`src/rtl/comparator_arbiter.sv`:
```
// Round-robin arbiter sharing one magnitude comparator among NREQ requesters.
// Define CMP_ARB_SIGNED_EN to compare operands as two's complement.
module comparator_arbiter #(
  parameter int NREQ  = 4,
  parameter int WIDTH = 8,
  localparam int IDW  = $clog2(NREQ)
) (
  input  logic                  clk,
  input  logic                  rst,
  input  logic [NREQ-1:0]       req_valid,
  output logic [NREQ-1:0]       req_ready,
  input  logic [NREQ*WIDTH-1:0] req_a,
  input  logic [NREQ*WIDTH-1:0] req_b,
  output logic                  rsp_valid,
  input  logic                  rsp_ready,
  output logic [IDW-1:0]        rsp_id,
  output logic                  rsp_gt,
  output logic                  rsp_lt,
  output logic                  rsp_eq
);

  typedef enum logic [1:0] {
    IDLE,
    CMP,
    RESP
  } state_t;

`ifdef CMP_ARB_SIGNED_EN
  // Flipping the sign bit maps two's complement onto unsigned order.
  localparam logic [WIDTH-1:0] MSB_FLIP = {1'b1, {(WIDTH-1){1'b0}}};
`else
  localparam logic [WIDTH-1:0] MSB_FLIP = '0;
`endif

  state_t           state_q, state_d;
  logic [IDW-1:0]   rr_ptr_q, rr_ptr_d;
  logic [IDW-1:0]   gid_q, gid_d;
  logic [WIDTH-1:0] a_q, a_d;
  logic [WIDTH-1:0] b_q, b_d;
  logic [IDW-1:0]   rsp_id_q, rsp_id_d;
  logic             gt_q, gt_d;
  logic             lt_q, lt_d;
  logic             eq_q, eq_d;

  logic [WIDTH-1:0] a_arr [NREQ];
  logic [WIDTH-1:0] b_arr [NREQ];
  logic             gnt_vld;
  logic [IDW-1:0]   gnt_idx;
  logic [IDW-1:0]   cand;
  logic             grant;

  for (genvar i = 0; i < NREQ; i++) begin : g_slice
    assign a_arr[i] = req_a[i*WIDTH +: WIDTH];
    assign b_arr[i] = req_b[i*WIDTH +: WIDTH];
  end

  function automatic logic [1:0] cmp_f(
    input logic [WIDTH-1:0] a,
    input logic [WIDTH-1:0] b
  );
    logic gt;
    logic lt;
    logic done;
    gt   = 1'b0;
    lt   = 1'b0;
    done = 1'b0;
    for (int i = WIDTH - 1; i >= 0; i--) begin
      if (!done && (a[i] != b[i])) begin
        gt   = a[i];
        lt   = b[i];
        done = 1'b1;
      end
    end
    return {gt, lt};
  endfunction

  always_comb begin
    gnt_vld = 1'b0;
    gnt_idx = '0;
    cand    = '0;
    for (int k = 1; k <= NREQ; k++) begin
      cand = IDW'((int'(rr_ptr_q) + k) % NREQ);
      if (!gnt_vld && req_valid[cand]) begin
        gnt_vld = 1'b1;
        gnt_idx = cand;
      end
    end
  end

  // A grant only happens when the result slot is free or draining now.
  assign grant = !rst && gnt_vld &&
                 ((state_q == IDLE) ||
                  ((state_q == RESP) && rsp_ready));

  assign req_ready = grant ? (NREQ'(1) << gnt_idx) : '0;

  always_comb begin
    state_d  = state_q;
    rr_ptr_d = rr_ptr_q;
    gid_d    = gid_q;
    a_d      = a_q;
    b_d      = b_q;
    rsp_id_d = rsp_id_q;
    gt_d     = gt_q;
    lt_d     = lt_q;
    eq_d     = eq_q;
    if (grant) begin
      rr_ptr_d = gnt_idx;
      gid_d    = gnt_idx;
      a_d      = a_arr[gnt_idx];
      b_d      = b_arr[gnt_idx];
    end
    unique case (state_q)
      IDLE: begin
        if (grant) state_d = CMP;
      end
      CMP: begin
        {gt_d, lt_d} = cmp_f(a_q ^ MSB_FLIP, b_q ^ MSB_FLIP);
        eq_d         = (a_q == b_q);
        rsp_id_d     = gid_q;
        state_d      = RESP;
      end
      RESP: begin
        if (rsp_ready) state_d = grant ? CMP : IDLE;
      end
      default: state_d = IDLE;
    endcase
  end

  always_ff @(posedge clk) begin
    if (rst) begin
      state_q  <= IDLE;
      rr_ptr_q <= IDW'(NREQ - 1);
      gid_q    <= '0;
      a_q      <= '0;
      b_q      <= '0;
      rsp_id_q <= '0;
      gt_q     <= 1'b0;
      lt_q     <= 1'b0;
      eq_q     <= 1'b0;
    end else begin
      state_q  <= state_d;
      rr_ptr_q <= rr_ptr_d;
      gid_q    <= gid_d;
      a_q      <= a_d;
      b_q      <= b_d;
      rsp_id_q <= rsp_id_d;
      gt_q     <= gt_d;
      lt_q     <= lt_d;
      eq_q     <= eq_d;
    end
  end

  assign rsp_valid = (state_q == RESP);
  assign rsp_id    = rsp_id_q;
  assign rsp_gt    = rsp_valid & gt_q;
  assign rsp_lt    = rsp_valid & lt_q;
  assign rsp_eq    = rsp_valid & eq_q;

endmodule
```
`config.mk`:
```
export PLATFORM = sky130hd
export DESIGN_NAME = comparator_arbiter
export DESIGN_NICKNAME = d
export VERILOG_FILES = /design/src/rtl/comparator_arbiter.sv
export SDC_FILE = /design/constraint.sdc
export NUM_CORES = 1
export LEC_CHECK = 0
export ABC_CLOCK_PERIOD_IN_PS = 1550
export CAP_MARGIN = 0
export CELL_PAD_IN_SITES_DETAIL_PLACEMENT = 0
export CELL_PAD_IN_SITES_GLOBAL_PLACEMENT = 1
export CORE_MARGIN = 4
export CORE_UTILIZATION = 29
export CTS_CLUSTER_SIZE = 10
export DETAILED_ROUTE_END_ITERATION = 16
export PLACE_DENSITY = 0.86
export SETUP_SLACK_MARGIN = 0.3
export SLEW_MARGIN = 20
export SYNTH_ARGS = -nofsm -noshare
export SYNTH_HDL_FRONTEND = slang
export SYNTH_SLANG_ARGS = --single-unit
```
`constraint.sdc`:
```
create_clock -name clk -period 1.55 [get_ports clk]
set_input_delay 0.2325 -clock clk [delete_from_list [all_inputs] [get_ports clk]]
set_output_delay 0.2325 -clock clk [all_outputs]
set_load 0.02 [all_outputs]
```
==> out/results.txt <==
global-route wire length before repair: 12,300 µm
DRT Pass-1 Iters: 4
Clock Latency Late Sink: 270 ps
Slew @ Worst Pin: 349 ps
via count: 2,630
Iteration-0 DRC Markers: 133
core area: 0.00773 mm²
pre-CTS setup slack: -858 ps
Synth Cell Area: 0.00230 mm²
post-synthesis compound-gate area fraction: 38.8%
CP max FO: 3
vias per cell: 5.14
FF-to-FF End: a_q[6]$_SDFFE_PP0P_
mux cell area share after synthesis: 0.870%
largest family of logic cells by synthesized area: compound AO/OA/AOI/OAI gates
Nets: 484
die height: 97.1 µm
std cell rows: 32
final wirelength: 7790 µm
Die W: 97.1 µm
status: complete, but fails checks
Post-DP HPWL: 5400 µm
Syn Nets: 373
DP Cell Count: 485
worst hold stages: 4
Hold WC Path Type: in -> reg
worst r2r src: rr_ptr_q[0]$_SDFFE_PP1P_
syn avg cell area: 7.67 µm²
cell area power density: 788 mW/mm²
critical-path cell list: a211oi_4, o41ai_4, buf_4, inv_2, and3_4, buf_6
Setup Skew: 1.20 ps
Max Slew Vio Count: 0
CTS buffer count: 3
Setup crit end kind: output port
I/O pin cnt: 81
H-tree level count: 1
Worst path top cell family by delay: compound AO/OA/AOI/OAI gates
die area: 0.00942 mm²
largest net degree at the start of global routing: 34
ant diodes: 0
vias in the first global route: 2,631
port buffer count: 80
crit-path max cell delay: 360 ps
Worst VDD drop: 0.359 mV
#FFs+latches synth: 27
Reg area: 571 µm²
CP bufs+invs: 3
ys async rst share: 0%
Hold Startpoint: rsp_ready
maximum clock rate: 549 MHz
Post-synth EDFFs: 0
Critical Path Start Type: flip-flop
global route overflow: 0
share of cells above drive strength 1: 36.8%
DRC errors left: 0
Critical Path RT: 1320 ps
clock slew at reported path FFs: 90 ps
non-filler cells, final: 512
# hold bufs at CTS: 0
Post-Synth XOR/XNOR Area: 2.28%
utilization after layout: 52.7%
Crit Path Class: reg -> out
Initial Util: 29.8%
final setup vio count: 25
Yosys warning count: 0
Slew headroom: 76.7%
failing checks: setup timing
Antenna Violating Nets Remaining: 0
flop-to-flop setup slack: -140 ps
Placer Congestion: 0.848
Synth Instances: 300
Min Clock Period, post-route: 1820 ps
Hold Fails Final Rpt: 0
worst reg2reg path depth: 6
area occupied by multi-input gates: 0.00184 mm²
Synth cell types: 49
Synth Area in Adders: 1.52%
Area growth syn-to-layout: 76.8%
Worst EP arrival: 1590 ps
GRT Overall Usage: 15.3%
Final Cycle Share: 118%
Max Cap Viol: 0
fillers: 700
Root Driver: clkbuf_8
antenna violations before repair: 0
WHS Endpoint: state_q[1]$_SDFFE_PP0P_
CTS tree: done
Max Root-Sink Buffers: 2
Seq/Total Area, Yosys: 23.5%
Leak: 1.58 nW
RSZ-0062 raised after global routing: yes
drt wl/cell: 15.2 µm
slowest stage cell, crit path: dfxtp_4
# clock sinks: 27
Final WS setup: -272 ps
Post-Synth Simple-Gate Area: 18.5%
top_reg_cell synth: dfxtp_1
## sequential cells by signal (all words and copies together) (netlist names)
name      cells
gt_q          1
rr_ptr_q      2
eq_q          1
b_q           8
state_q       2
lt_q          1
rsp_id        2
gid_q         2
a_q           8
## metrics by stage
step	hold WS, ps	cell area (µm²)	total power [W]	TNS [ps]
final	428	4070	0.00321	-2930
after global routing	439	4070	0.00341	-4720
after CTS	434	3930	0.00307	-2210
after detailed placement	450	3450	0.00230	-15390
after global placement	437	3450	0.00227	-13960
after floorplan	424	2480	0.00185	-181
## cell type report
cell class,count,share of cell area [%]
clock buffers,4,1.11
inverters,40,3.69
well taps,102,3.14
multi-input cells,206,45.3
repair buffers,133,32.7
flip-flops and latches,27,14.0
## synth_stat cells (2+ instances only)
master | n | area, µm²
dfxtp_1 | 27 | 541
nand2b_1 | 9 | 56.3
a211oi_1 | 27 | 203
ha_1 | 2 | 25.0
xnor2_1 | 6 | 52.6
mux2i_1 | 2 | 20.0
o21ai_0 | 2 | 10.0
a21oi_1 | 15 | 75.1
nor2_1 | 14 | 52.6
inv_1 | 39 | 146
nand3_1 | 3 | 15.0
buf_8 | 2 | 30.0
a21o_1 | 2 | 15.0
o21ai_1 | 2 | 10.0
a2bb2oi_1 | 2 | 17.5
a211oi_2 | 7 | 87.6
nand2_1 | 12 | 45.0
and2_1 | 3 | 18.8
nand3b_1 | 17 | 128
a31oi_1 | 33 | 206
o22ai_1 | 2 | 12.5
and3_1 | 2 | 12.5
nor3_1 | 2 | 10.0
nor2b_1 | 7 | 43.8
clkbuf_1 | 7 | 26.3
o31ai_1 | 17 | 128
buf_2 | 11 | 55.1
buf_6 | 5 | 56.3
## how the worst max path moves through the flow
stage | from | end | cells past startpoint | slack, ps
2_1_floorplan | rr_ptr_q[0]$_SDFFE_PP1P_ | req_ready[1] | 8 | -110
3_3_place_gp | rsp_ready | req_ready[3] | 7 | -810
3_5_place_dp | req_valid[1] | req_ready[3] | 6 | -860
4_1_cts | state_q[1]$_SDFFE_PP0P_ | req_ready[3] | 6 | -280
5_1_grt | rr_ptr_q[0]$_SDFFE_PP1P_ | req_ready[0] | 6 | -320
6_report | state_q[1]$_SDFFE_PP0P_ | req_ready[3] | 6 | -270
## worst min-delay path, stage by stage
cell and delay [ps]:
dlygate4sd2_1 210, inv_2 50, a21oi_1 130, nor2_1 40
## cell usage in the layout (no fill, tap or decap), types with 6 or more instances in the layout
| cell type | count |
|---|---|
| buf_6 | 23 |
| dfxtp_1 | 13 |
| nand2_1 | 11 |
| nor2_1 | 11 |
| nand2b_1 | 7 |
| o31ai_1 | 17 |
| a211oi_2 | 23 |
| dlygate4sd2_1 | 8 |
| inv_1 | 36 |
| clkdlybuf4s50_1 | 64 |
| a31oi_1 | 32 |
| a211oi_1 | 6 |
| buf_4 | 33 |
| a21oi_1 | 9 |
| dfxtp_2 | 9 |
| nand3b_1 | 17 |
## cell families (layout without fill, tap and decap cells)
kind of cell    after synthesis  count (layout)
xor+xnor                      6               6
mux                           2               2
simple gates                 74              74
fa+ha+maj                     3               3
compound gates              121             121
flops                        27              27
buf+inv                      67             177
## per-layer routing
metal,vias up,share of wire [%],GRT usage (%)
met1,1231,44,19.7
met3,9,5.2,2.51
li1,1323,-,-
met5,-,0,0
met4,0,1.3,3.56
met2,67,49,26.6
## where the power goes
group,switching [W],internal [W],leakage (nW)
Combinational,0.000846,0.00101,1.33
Sequential,0.000143,0.000810,0.228
Clock,0.000215,0.000184,0.0228
## timing repair
action                     4_1_cts  5_1_grt
setup endpoints to repair       34       32
cloned                           2        0
pin swaps                       30       10
buffers inserted                17        4
resized for setup              124       21
No activity file was read; power rests on OpenSTA's default activity.
